File: config.mk
export PLATFORM = sky130hd
export DESIGN_NAME = vga_pattern_sm
export DESIGN_NICKNAME = d
export VERILOG_FILES = /design/src/rtl/vga_pattern_sm.sv
export SDC_FILE = /design/constraint.sdc
export NUM_CORES = 1
export LEC_CHECK = 0
export BUFFER_PORTS_ARGS = -buffer_cell sky130_fd_sc_hd__buf_2
export CAP_MARGIN = 30
export CELL_PAD_IN_SITES_DETAIL_PLACEMENT = 1
export CELL_PAD_IN_SITES_GLOBAL_PLACEMENT = 1
export CORE_ASPECT_RATIO = 1.25
export CORE_MARGIN = 3
export CORE_UTILIZATION = 30
export DETAILED_ROUTE_END_ITERATION = 8
export GPL_ROUTABILITY_DRIVEN = 1
export HOLD_SLACK_MARGIN = 0.15
export PLACE_DENSITY_LB_ADDON = 0.1
export SLEW_MARGIN = 20
export SYNTH_ARGS = -nofsm -noshare
export SYNTH_HDL_FRONTEND = slang
export SYNTH_SLANG_ARGS = --single-unit
File: constraint.sdc
create_clock -name CLK -period 11.3 [get_ports CLK]
set_input_delay 1.13 -clock CLK [delete_from_list [all_inputs] [get_ports CLK]]
set_output_delay 1.13 -clock CLK [all_outputs]
set_load 0.02 [all_outputs]
File: src/rtl/vga_pattern_sm.sv
// VGA display state machine: sync timing generator, pattern pipeline and
// IDLE/ARMED/ACTIVE gating driven by the master state machine.
module vga_pattern_sm #(
  parameter int H_ACTIVE = 640,
  parameter int H_FP = 16,
  parameter int H_SYNC = 96,
  parameter int H_BP = 48,
  parameter int V_ACTIVE = 480,
  parameter int V_FP = 10,
  parameter int V_SYNC = 2,
  parameter int V_BP = 33,
  parameter int CLK_DIV = 4,
  parameter int COLOUR_W = 12,
  parameter int FRAME_CNT_W = 16,
  parameter logic [1:0] ENABLE_STATE = 2'b10
) (
  input  logic                CLK,
  input  logic                RESET,
  input  logic [1:0]          MASTER_STATE,
  input  logic [1:0]          MODE,
  output logic [COLOUR_W-1:0] COLOUR_OUT,
  output logic                HS,
  output logic                VS,
  output logic                FRAME_START,
  output logic [1:0]          DISP_STATE
);

  localparam int H_TOTAL = H_ACTIVE + H_FP + H_SYNC + H_BP;
  localparam int V_TOTAL = V_ACTIVE + V_FP + V_SYNC + V_BP;
  localparam int HCNT_W = $clog2(H_TOTAL);
  localparam int VCNT_W = $clog2(V_TOTAL);
  localparam int DIV_W = (CLK_DIV > 1) ? $clog2(CLK_DIV) : 1;
  localparam int C_W = COLOUR_W / 3;

  localparam logic [DIV_W-1:0]  DIV_LAST = DIV_W'(CLK_DIV - 1);
  localparam logic [HCNT_W-1:0] H_LAST = HCNT_W'(H_TOTAL - 1);
  localparam logic [HCNT_W-1:0] H_VIS = HCNT_W'(H_ACTIVE);
  localparam logic [HCNT_W-1:0] HS_START = HCNT_W'(H_ACTIVE + H_FP);
  localparam logic [HCNT_W-1:0] HS_END = HCNT_W'(H_ACTIVE + H_FP + H_SYNC);
  localparam logic [HCNT_W-1:0] H_MID = HCNT_W'(H_ACTIVE / 2);
  localparam logic [VCNT_W-1:0] V_LAST = VCNT_W'(V_TOTAL - 1);
  localparam logic [VCNT_W-1:0] V_VIS = VCNT_W'(V_ACTIVE);
  localparam logic [VCNT_W-1:0] VS_START = VCNT_W'(V_ACTIVE + V_FP);
  localparam logic [VCNT_W-1:0] VS_END = VCNT_W'(V_ACTIVE + V_FP + V_SYNC);
  localparam logic [VCNT_W-1:0] V_MID = VCNT_W'(V_ACTIVE / 2);

  typedef enum logic [1:0] {
    ST_IDLE   = 2'b00,
    ST_ARMED  = 2'b01,
    ST_ACTIVE = 2'b10
  } state_t;

  state_t                  state_reg, state_next;
  logic [DIV_W-1:0]        div_reg;
  logic [HCNT_W-1:0]       h_reg;
  logic [VCNT_W-1:0]       v_reg;
  logic [FRAME_CNT_W-1:0]  frame_cnt_reg;
  logic [1:0]              mode_q_reg;
  logic [COLOUR_W-1:0]     colour_reg;
  logic                    hs_reg, vs_reg, frame_start_reg;

  logic                    tick, frame_tick, in_active;
  logic [1:0]              mode_eff;
  logic [FRAME_CNT_W-1:0]  frame_eff;
  logic [6:0]              bar_ge;
  logic [2:0]              bar_idx;
  logic [COLOUR_W-1:0]     bar_colour, pixel_colour;
  logic [HCNT_W-1:0]       dx;
  logic [VCNT_W-1:0]       dy;
  logic [31:0]             diamond_sum;

  assign tick = (div_reg == '0);
  assign frame_tick = tick && (h_reg == '0) && (v_reg == '0);

  always_ff @(posedge CLK) begin
    if (RESET) begin
      div_reg       <= '0;
      h_reg         <= '0;
      v_reg         <= '0;
      frame_cnt_reg <= '0;
      mode_q_reg    <= '0;
    end else begin
      div_reg <= (div_reg == DIV_LAST) ? '0 : div_reg + DIV_W'(1);
      if (tick) begin
        if (h_reg == H_LAST) begin
          h_reg <= '0;
          v_reg <= (v_reg == V_LAST) ? '0 : v_reg + VCNT_W'(1);
        end else begin
          h_reg <= h_reg + HCNT_W'(1);
        end
      end
      if (frame_tick) begin
        frame_cnt_reg <= frame_cnt_reg + FRAME_CNT_W'(1);
        mode_q_reg    <= MODE;
      end
    end
  end

  // The first pixel of a frame already sees the new mode and frame count,
  // so every pixel of a frame is rendered with the same values.
  assign mode_eff = frame_tick ? MODE : mode_q_reg;
  assign frame_eff = frame_tick ? frame_cnt_reg + FRAME_CNT_W'(1) : frame_cnt_reg;

  always_ff @(posedge CLK) begin
    if (RESET) state_reg <= ST_IDLE;
    else       state_reg <= state_next;
  end

  always_comb begin
    state_next = state_reg;
    if (MASTER_STATE != ENABLE_STATE) begin
      state_next = ST_IDLE;
    end else begin
      case (state_reg)
        ST_IDLE:   state_next = ST_ARMED;
        ST_ARMED:  if (frame_tick) state_next = ST_ACTIVE;
        ST_ACTIVE: state_next = ST_ACTIVE;
        default:   state_next = ST_IDLE;
      endcase
    end
  end

  // Bar index is a thermometer of x against ceil(i*H_ACTIVE/8).
  genvar gi;
  generate
    for (gi = 1; gi < 8; gi++) begin : g_bar_edge
      localparam logic [HCNT_W-1:0] EDGE = HCNT_W'((gi * H_ACTIVE + 7) / 8);
      assign bar_ge[gi-1] = (h_reg >= EDGE);
    end
  endgenerate

  always_comb begin
    bar_idx = '0;
    for (int i = 0; i < 7; i++) bar_idx = bar_idx + {2'b00, bar_ge[i]};
  end

  assign bar_colour = {{C_W{~bar_idx[1]}}, {C_W{~bar_idx[2]}}, {C_W{~bar_idx[0]}}};
  assign dx = (h_reg >= H_MID) ? h_reg - H_MID : H_MID - h_reg;
  assign dy = (v_reg >= V_MID) ? v_reg - V_MID : V_MID - v_reg;
  assign diamond_sum = 32'(frame_eff[FRAME_CNT_W-1 -: 8]) + 32'(dx) + 32'(dy);
  assign in_active = (h_reg < H_VIS) && (v_reg < V_VIS);

  always_comb begin
    pixel_colour = '0;
    if (in_active) begin
      case (mode_eff)
        2'd1:    pixel_colour = bar_colour;
        2'd2:    pixel_colour = {COLOUR_W{h_reg[5] ^ v_reg[5]}};
        2'd3:    pixel_colour = COLOUR_W'(diamond_sum);
        default: pixel_colour = '0;
      endcase
    end
  end

  // Colour blanks on the very CLK the display leaves ACTIVE, not at the next tick.
  always_ff @(posedge CLK) begin
    if (RESET) begin
      colour_reg      <= '0;
      hs_reg          <= 1'b1;
      vs_reg          <= 1'b1;
      frame_start_reg <= 1'b0;
    end else begin
      frame_start_reg <= frame_tick;
      if (state_next != ST_ACTIVE) colour_reg <= '0;
      else if (tick)               colour_reg <= pixel_colour;
      if (tick) begin
        hs_reg <= !((h_reg >= HS_START) && (h_reg < HS_END));
        vs_reg <= !((v_reg >= VS_START) && (v_reg < VS_END));
      end
    end
  end

  assign COLOUR_OUT  = colour_reg;
  assign HS          = hs_reg;
  assign VS          = vs_reg;
  assign FRAME_START = frame_start_reg;
  assign DISP_STATE  = state_reg;

endmodule

==> results.json, run 1 <==
{
  "power.share.clock_pct": 42.0,
  "period_needed_ps": 5140,
  "hold_viol": 0,
  "antenna_found_initial": 0,
  "maxCapViolCount": 0,
  "clock.fmax_mhz": 194.6,
  "grt_pass1_vias": 3685,
  "drt_iter0_markers": 129,
  "firstDrtPassIters": 4,
  "rsz0062_at_grt": "no",
  "largest_reg_flops": 16,
  "cp-start-kind": "register",
  "syn_to_final_growth_pct": 13.44,
  "maxSlewHeadroom_pct": 47.35,
  "ctsResizeCount": 0,
  "wl_um": 12380,
  "synthesis.area_sq_um": 4133,
  "yosysWarnings": 0,
  "io_buffers": 22,
  "cts_hold_buf": 0,
  "synth_seq_cells": 57,
  "grt_pass1_wl_um": 20190,
  "hold-worst-slack_ps": 444.9,
  "synth_flop_cell": "dfxtp_1",
  "synth.top_cell.area_share_pct": 27.61,
  "via_per_inst": 5.138,
  "seq_power_share_pct": 31.8,
  "min_period_over_period_pct": 45.49,
  "switchingPower_uw": 216.4,
  "path_buf_inv": 2,
  "clock_sinks": 57,
  "diodes": 0,
  "status": "finished, final reports clean",
  "fin_skew_ps": 7.074,
  "die_w_um": 111.0,
  "min_path_type": "reg -> reg",
  "p_int_uw": 467.7,
  "layout.nets": 563,
  "end_kind": "register",
  "peakVddDrop_mv": 0.04752,
  "via_count": 3566,
  "combPwrFrac_pct": 26.1,
  "synth.distinct_cells": 61,
  "cp_max_fo": 12,
  "worst_ep_required_time_ps": 11520,
  "layout-drive-gt1-share_pct": 10.13,
  "final_util_pct": 35.12,
  "grt_remaining_overflow": 0,
  "wl_per_cell_um": 17.83,
  "clockBufferDepth": 2,
  "grtUsageTotal_pct": 16.99,
  "p_leak_nw": 1.889,
  "p_per_area_nw_per_um2": 145.9,
  "die_h_um": 137.2,
  "fp.coreArea_sq_um": 13350,
  "die-area_sq_um": 15230,
  "final_cells": 694,
  "crit_arrival_ps": 5360,
  "antenna_left": 0,
  "synth_area_per_cell_sq_um": 8.232,
  "rows": 47,
  "cts_tree": "yes",
  "start_util_pct": 30.96,
  "swShare_pct": 31.63,
  "tightestPinTransition_ps": 789.7,
  "critPathTopFamily": "adder cells",
  "h-tree-depth": 3,
  "synth_top_area_cell": "dfxtp_1",
  "synthCells": 502,
  "post-cts-setup-buffers": 0,
  "post-route-drc-count": 0,
  "cts-root-buf": "clkbuf_16",
  "gp_congestion": 0.8199,
  "place_inst": 677,
  "yosys-top-cells-area": "dfxtp_1 28%, ha_1 7.9%, xnor2_1 7.0%",
  "async_flop_share_pct": 0,
  "cts.clk_slew.worst_paths_ps": 50,
  "finalMaxSlewViolations": 0,
  "n_fill_cell": 1610,
  "io_pins": 23,
  "cts_buffers": 9,
  "synth_edf_count": 0,
  "clk-insertion-delay-late_ps": 330,
  "hpwlAfterDp_um": 9722,
  "syn_nets": 547,
  "fin_tns_setup_ps": 0,
  "crit_chain": "inv_1 -> ha_1 -> and4bb_1 -> nand4_4 -> or4_1 -> nor2_1 -> xnor2_1 -> fa_1 -> inv_1 -> ha_1 -> fa_1 -> a21o_1 -> a221oi_1 -> o21ai_0 -> xnor2_1 -> o21ai_0 -> a22o_1",
  "synth_seq_area_share_pct": 27.61,
  "crit_type": "reg -> reg",
  "grt_max_degree": 31,
  "finalSetupViolCount": 0,
  "critical-path-max-stage-delay_ps": 730,
  "critPathSlowestCell": "or4_1"
}
[power groups by stage]
stage | Sequential (mW) | Clock, mW | Combinational [mW]
after floorplan | 0.220 | 0 | 0.136
after global placement | 0.221 | 0 | 0.178
after detailed placement | 0.222 | 0 | 0.179
after CTS | 0.217 | 0.294 | 0.181
after global routing | 0.219 | 0.306 | 0.202
final | 0.218 | 0.288 | 0.179
[kinds of logic after synthesis]
family,Yosys count,share of synthesized area [%]
flip-flops,57,27.61
XOR/XNOR,49,10.38
adder cells (fa/ha/maj),39,14.17
AO/OA/AOI/OAI,99,15.65
multiplexers,7,1.756
AND/OR/NAND/NOR,190,24.16
buffers and inverters,61,6.267
[tightest hold or removal path: cells and delay by family (launching register included)]
| kind | cells | cell delay [ps] |
|---|---|---|
| flops | 1 | 320 |
| simple gates | 2 | 100 |
[cell type report]
type / count / area (sq um) / share of cell area [%]
timing repair buffer: 25 / 130.1 / 2.776
sequential: 57 / 1141 / 24.34
clock inverter: 4 / 50.05 / 1.068
tap: 171 / 214.0 / 4.564
inverter: 41 / 153.9 / 3.283
clock buffer: 12 / 266.5 / 5.685
multi-input combinational: 384 / 2733 / 58.29
[per-layer routing]
layer / track usage (%) / up-vias / routed length [um]
met4: 4.928 / 0 / 131
met1: 19.89 / 1741 / 5477
li1: - / 1780 / -
met2: 31.28 / 39 / 6474
met3: 3.647 / 6 / 292
met5: 0 / - / 0
[placed cells by master, fill, tap and decap left out, types with 3 or more instances in the layout]
cell,n
nand4b_1,3
a21oi_1,30
o21ai_0,20
nor3_1,15
nand2b_1,6
mux2i_1,5
dfxtp_1,57
xor2_1,16
nor2_1,58
a31oi_1,3
o211ai_1,5
nand2_1,35
or3_1,3
fa_1,13
and2_1,5
clkbuf_16,9
inv_1,41
o221ai_1,4
nor2b_1,3
clkbuf_8,3
a211oi_1,4
ha_1,26
a22o_1,9
or4_1,3
nand3_1,20
and3_1,7
xnor2_1,33
buf_2,22
nand4_1,15
a21o_1,5
[synthesized netlist by cell type (all sizes together) (3+ instances only)]
master and number:
nand2 35, xor2 16, mux2i 5, a31oi 3
a22o 9, o221ai 4, o21ai 21, nand4 16
and2 6, fa 13, o211ai 5, nor4 4
nor3 15, a21o 5, a211oi 4, nand2b 6
dfxtp 57, ha 26, nor2b 3, xnor2 33
buf 8, a21oi 30, or4 3, and3 7
nor2 58, inv 41, nand3 20, or3 3
clkbuf 12, nand4b 3
[per-stage QoR]
step | area [sq um] | setup slack, ps | total power, mW
2_1_floorplan | 4133 | 6761 | 0.3558
3_3_place_gp | 4367 | 6284 | 0.3989
3_5_place_dp | 4367 | 6199 | 0.4007
4_1_cts | 4683 | 6175 | 0.6924
5_1_grt | 4688 | 5839 | 0.7275
6_report | 4688 | 6160 | 0.6842
[worst paths after layout]
| kind | end | startpoint | slack (ps) | cells after the start |
|---|---|---|---|---|
| setup / recovery | COLOUR_OUT[9]$_SDFFE_PP0N_ | div_reg[0]$_SDFF_PP0_ | 6160 | 17 |
| hold / removal | COLOUR_OUT[7]$_SDFFE_PP0N_ | COLOUR_OUT[7]$_SDFFE_PP0N_ | 440 | 2 |
| setup reg to reg | COLOUR_OUT[9]$_SDFFE_PP0N_ | div_reg[0]$_SDFF_PP0_ | 6160 | 17 |
| hold reg to reg | COLOUR_OUT[7]$_SDFFE_PP0N_ | COLOUR_OUT[7]$_SDFFE_PP0N_ | 440 | 2 |
(Power assumes the default switching activity.)
==> run 2: changes to the inputs <==
Settings changed: ABC_AREA set to 1.
Clock period 11.3 ns to 5.3 ns, I/O delays scaled along.
==> run 2 against run 1 <==
Worst hold slack better by 6.8 ps. Die area is 5.9% higher. Critical endpoint unchanged. Clock power increased by 110%. Largest cell class unchanged. Area after synthesis grew 6.2%. Worst setup slack got worse by 5100 ps. Power is 120% higher. Non-clock buffer count down 3. Sequential power increased by 110%. First-iteration DRC count grew 36%. Design area up 5.5%. Combinational power increased by 140%. Global-route usage rose by 0.92 points.
==> results.json, run 2 <==
{
  "worst_ep_required_time_ps": 5570,
  "hpwlAfterDp_um": 10830,
  "start_util_pct": 31.24,
  "synth_seq_area_share_pct": 25.99,
  "antenna_found_initial": 0,
  "rsz0062_at_grt": "no",
  "tightestPinTransition_ps": 638.3,
  "crit_arrival_ps": 4540,
  "synth.distinct_cells": 45,
  "yosysWarnings": 0,
  "clockBufferDepth": 2,
  "die_h_um": 141.3,
  "finalMaxSlewViolations": 0,
  "finalSetupViolCount": 0,
  "wl_um": 13410,
  "final_cells": 827,
  "yosysMostFrequentCell": "nand2_1",
  "period_needed_ps": 4271,
  "hold_viol": 0,
  "firstDrtPassIters": 4,
  "synth_area_per_cell_sq_um": 7.014,
  "grt_max_degree": 24,
  "via_per_inst": 4.896,
  "reg2reg_slack_ps": 1030,
  "async_flop_share_pct": 0,
  "die_w_um": 114.2,
  "cts_tree": "yes",
  "syn_nets": 671,
  "hold_start": "div_reg[0]$_SDFF_PP0_",
  "synth_top_area_cell": "dfxtp_1",
  "maxCapViolCount": 0,
  "post-route-drc-count": 0,
  "drt_iter0_markers": 176,
  "grt_pass1_vias": 4346,
  "holdPathStages": 1,
  "clk-insertion-delay-late_ps": 340,
  "synth_flop_cell": "dfxtp_1",
  "via_count": 4049,
  "grtUsageTotal_pct": 17.91,
  "min_path_type": "reg -> reg",
  "synthCells": 626,
  "crit_type": "reg -> reg",
  "gp_congestion": 0.8627,
  "wl_per_cell_um": 16.21,
  "post-cts-setup-buffers": 0,
  "clock.fmax_mhz": 234.1,
  "fp.coreArea_sq_um": 14050,
  "min_period_over_period_pct": 80.59,
  "cts-root-buf": "clkbuf_16",
  "rows": 48,
  "cp-start-kind": "register",
  "status": "finished, final reports clean",
  "hold_path_end": "div_reg[0]$_SDFF_PP0_",
  "worst-r2r-cell-count": 24,
  "layout-drive-gt1-share_pct": 12.73,
  "worstReg2RegEnd": "COLOUR_OUT[9]$_SDFFE_PP0N_",
  "grt_pass1_wl_um": 22640,
  "largest_reg_flops": 16,
  "cts_buffers": 9,
  "end_kind": "register",
  "r2r-start": "v_reg[0]$_SDFFE_PP0P_",
  "cts.clk_slew.worst_paths_ps": 50,
  "h-tree-depth": 3,
  "diodes": 0,
  "yosys-top-cells-area": "dfxtp_1 26%, nand2_1 13%, inv_1 7.8%",
  "cp_max_fo": 7,
  "synth_seq_cells": 57,
  "layout.nets": 692,
  "synthesis.area_sq_um": 4390,
  "p_leak_nw": 2.286,
  "synthTopCellsByCount": "148 x nand2_1, 91 x inv_1, 61 x nor2_1",
  "fin_skew_ps": 5.801,
  "place_inst": 811,
  "syn_to_final_growth_pct": 12.62,
  "io_buffers": 22,
  "synth_edf_count": 0,
  "die-area_sq_um": 16130,
  "synth.top_cell.area_share_pct": 25.99,
  "ctsResizeCount": 0,
  "peakVddDrop_mv": 0.1232,
  "io_pins": 23,
  "antenna_left": 0,
  "clock_sinks": 57,
  "p_per_area_nw_per_um2": 302.4,
  "maxSlewHeadroom_pct": 56.89,
  "fin_tns_setup_ps": 0,
  "final_cell_mix": "148 x nand2_1, 91 x inv_1, 61 x nor2_1",
  "layout_commonest_cell": "nand2_1",
  "cts_hold_buf": 0,
  "grt_remaining_overflow": 0
}
run 2: layout make-up:
| cell class | count | area (sq um) |
|---|---|---|
| fill | 1813 | 9109 |
| multi-input combinational | 458 | 2794 |
| sequential | 57 | 1141 |
| inverter | 99 | 371.6 |
| clock buffer | 14 | 274.0 |
| tap | 175 | 219.0 |
| timing repair buffer | 22 | 110.1 |
| clock inverter | 2 | 35.03 |
run 2: power by group:
| part | internal, mW | switching [mW] | total (mW) |
|---|---|---|---|
| logic | 0.135 | 0.290 | 0.425 |
| registers | 0.445 | 0.0120 | 0.457 |
| clock network | 0.402 | 0.211 | 0.612 |
run 2: metrics by stage:
| stage | instance area, sq um | power (mW) | worst slack, ps | utilization, % | hold slack (ps) |
|---|---|---|---|---|---|
| 2_1_floorplan | 4390 | 0.7857 | 1653 | - | 429.1 |
| 3_3_place_gp | 4636 | 0.8879 | 1069 | 32.99 | 437.0 |
| 3_5_place_dp | 4636 | 0.8990 | 1000 | 32.99 | 450.8 |
| 4_1_cts | 4945 | 1.524 | 989.0 | 35.19 | 459.2 |
| 5_1_grt | 4945 | 1.598 | 558.4 | 35.19 | 492.0 |
| 6_report | 4945 | 1.495 | 1029 | 35.19 | 451.7 |
run 2: worst max-delay path: stages (launching register included):
cell and delay, ps:
dfxtp_1 330, inv_1 290, ha_1 290, nand2_1 140, nor2_2 200, nand3_4 170, nor2_2 250, nand4_1 140
xnor2_1 160, inv_1 120, fa_1 550, inv_1 40, ha_1 230, fa_1 410, nand3_1 100, nand2_1 90
nand2_1 110, nand2_1 60, nand2_1 60, nand2_1 50, inv_1 40, nand2_1 50, nand3_1 80, nand2_1 80
a21oi_2 140
run 2: layer usage:
layer  global-route usage (%)  share of wire [%]  vias to the layer above
li1                         -                  -                     2029
met5                        0                  0                        -
met2                    29.98                 49                       46
met4                    9.881                4.1                        0
met3                    2.346                2.3                       28
met1                    22.07                 45                     1946
run 2: cells by family after synthesis:
kind of cell               Yosys count  synth area share [%]
buffers and inverters              111                 10.37
xor gates and xnor gates            32                 6.384
and+or+nand+nor                    324                 34.63
AOI/OAI and AO/OA                   61                 8.834
adders and majority gates           39                 13.34
muxes                                2                0.4560
DFF                                 57                 25.99
run 2: worst max-delay path by stage:
stage | from | cells after the start | endpoint | slack [ps]
2_1_floorplan | h_reg[0]$_SDFFE_PP0N_ | 15 | COLOUR_OUT[10]$_SDFFE_PP0N_ | 1650
3_5_place_dp | v_reg[0]$_SDFFE_PP0P_ | 24 | COLOUR_OUT[9]$_SDFFE_PP0N_ | 1000
5_1_grt | h_reg[7]$_SDFFE_PP0N_ | 24 | COLOUR_OUT[9]$_SDFFE_PP0N_ | 560
6_report | v_reg[0]$_SDFFE_PP0P_ | 24 | COLOUR_OUT[9]$_SDFFE_PP0N_ | 1030
4_1_cts | v_reg[0]$_SDFFE_PP0P_ | 24 | COLOUR_OUT[9]$_SDFFE_PP0N_ | 990
3_3_place_gp | h_reg[6]$_SDFFE_PP0N_ | 24 | COLOUR_OUT[7]$_SDFFE_PP0N_ | 1070
==> run 3: changes to the inputs <==
Clock period 5.3 ns to 3.7 ns, I/O delays scaled along.
==> run 3 against run 2 <==
Non-clock buffer count grew 54. Critical path type unchanged. Largest power group unchanged. Final cell count is 6.5% higher. Flip-flop and latch count stayed put.
==> results.json, run 3 (synthesized netlist as in run 2, its figures left out) <==
{
  "io_buffers": 22,
  "start_util_pct": 31.24,
  "layout_commonest_cell": "nand2_1",
  "status": "finished, final reports clean",
  "grt_pass1_wl_um": 23050,
  "finalPower_mw": 2.268,
  "antenna_found_initial": 0,
  "final_cell_mix": "139 x nand2_1, 83 x inv_1, 58 x nor2_1",
  "fin_skew_ps": 10.30,
  "io_pins": 23,
  "clock.fmax_mhz": 288.1,
  "reg2reg_slack_ps": 230,
  "maxCapViolCount": 0,
  "worst_ep_required_time_ps": 3930,
  "worst_slack_ps": 228.9,
  "layout-drive-gt1-share_pct": 25.50,
  "rsz0062_at_grt": "yes",
  "min_path_type": "in -> reg",
  "crit_type": "reg -> reg",
  "hold_viol": 0,
  "via_count": 4244,
  "cts.clk_slew.worst_paths_ps": 60,
  "die_h_um": 141.3,
  "firstDrtPassIters": 4,
  "n_fill_cell": 1765,
  "seq_area_sq_um": 1141,
  "grt_max_degree": 24,
  "crit_chain": "inv_2 -> ha_4 -> nand2_4 -> nor2_8 -> nand2_2 -> a31oi_4 -> fa_1 -> fa_1 -> fa_1 -> inv_1 -> fa_1 -> nand3_2 -> nand3_1 -> nand2_1 -> a21oi_2",
  "fp.coreArea_sq_um": 14050,
  "largest_reg_flops": 16,
  "grt_pass1_vias": 4548,
  "critical-path-max-stage-delay_ps": 520,
  "p_leak_nw": 2.576,
  "cts-root-buf": "clkbuf_16",
  "end_kind": "register",
  "grt_remaining_overflow": 0,
  "cp_max_fo": 4,
  "hold-worst-slack_ps": 335.0,
  "crit_arrival_ps": 3700,
  "finalSetupViolCount": 0,
  "grtUsageTotal_pct": 18.39,
  "place_ws_ps": -210.5,
  "antenna_left": 0,
  "cts_tree": "yes",
  "min_period_over_period_pct": 93.81,
  "critPathSlowestCell": "fa_1",
  "p_per_area_nw_per_um2": 406.0,
  "wl_per_cell_um": 15.93,
  "wl_um": 14040,
  "syn_to_final_growth_pct": 27.24,
  "die-area_sq_um": 16130,
  "cp-start-kind": "register",
  "cp_common_cell": "fa_1",
  "clock_sinks": 57,
  "diodes": 0,
  "gp_congestion": 0.8171,
  "hpwlAfterDp_um": 11140,
  "drt_iter0_markers": 126,
  "cts_buffers": 9,
  "rows": 48,
  "maxSlewHeadroom_pct": 54.06,
  "period_needed_ps": 3471,
  "die_w_um": 114.2,
  "layout.nets": 746,
  "post-route-drc-count": 0,
  "h-tree-depth": 3,
  "final_util_pct": 39.75,
  "via_per_inst": 4.817,
  "multi_input_area_sq_um": 3029,
  "clk-insertion-delay-late_ps": 350,
  "finalMaxSlewViolations": 0,
  "clockBufferDepth": 2,
  "peakVddDrop_mv": 0.3137,
  "tightestPinTransition_ps": 681.9
}
## run 3: cell count changes in the layout (fill, tap and decap cells not counted), sizes merged
cell	before	now
buf	22	76
## run 3: final cells by class
| class | count | share of cell area (%) |
|---|---|---|
| Inverter | 99 | 6.652 |
| Timing Repair Buffer | 76 | 9.250 |
| Sequential cell | 57 | 20.43 |
| Clock inverter | 2 | 0.6271 |
| Clock buffer | 14 | 4.905 |
| Tap cell | 175 | 3.919 |
| Multi-Input combinational cell | 458 | 54.22 |
## run 3: final timing paths
check                         from                     endpoint  depth (start not counted)
min reg2reg  div_reg[0]$_SDFF_PP0_        div_reg[0]$_SDFF_PP0_                          1
max          h_reg[1]$_SDFFE_PP0N_  COLOUR_OUT[11]$_SDFFE_PP0N_                         15
max reg2reg  h_reg[1]$_SDFFE_PP0N_  COLOUR_OUT[11]$_SDFFE_PP0N_                         15
min                MASTER_STATE[1]     DISP_STATE[0]$_SDFF_PP0_                          3
## run 3: repair_timing
item	CTS	global route
hold buffers	0	0
buffers inserted	1	11
pin swaps	2	15
gates resized for setup	12	46
endpoints found under the setup margin	7	8
gates cloned	0	1
## run 3: report_power, final
group | total, mW | internal, mW | switching [mW]
Sequential | 0.654 | 0.638 | 0.0159
Clock | 0.888 | 0.575 | 0.313
Combinational | 0.726 | 0.274 | 0.452
## run 3: through the flow
| step | TNS (ps) | cells | cell area, sq um |
|---|---|---|---|
| after detailed placement | -613.9 | 852 | 4943 |
| final | 0 | 881 | 5587 |
| after CTS | 0 | 869 | 5305 |
| after floorplan | 0 | 626 | 4390 |
| after global placement | -386.6 | 852 | 4943 |
| after global routing | -123.8 | 881 | 5587 |
## run 3: worst max-delay path, delay by kind of cell, from the launching register on
kind,cells,cell delay [ps]
DFF,1,330
adders and majority gates,5,1980
and+or+nand+nor,6,610
AOI/OAI and AO/OA,2,260
buffers and inverters,2,160
## run 3: per-layer routing
metal / vias up / routed length (um) / GRT usage (%)
li1: 2138 / - / -
met1: 2066 / 6285 / 22.12
met2: 28 / 7252 / 32.11
met3: 12 / 285 / 4.480
met4: 0 / 212 / 5.691
met5: - / 0 / 0
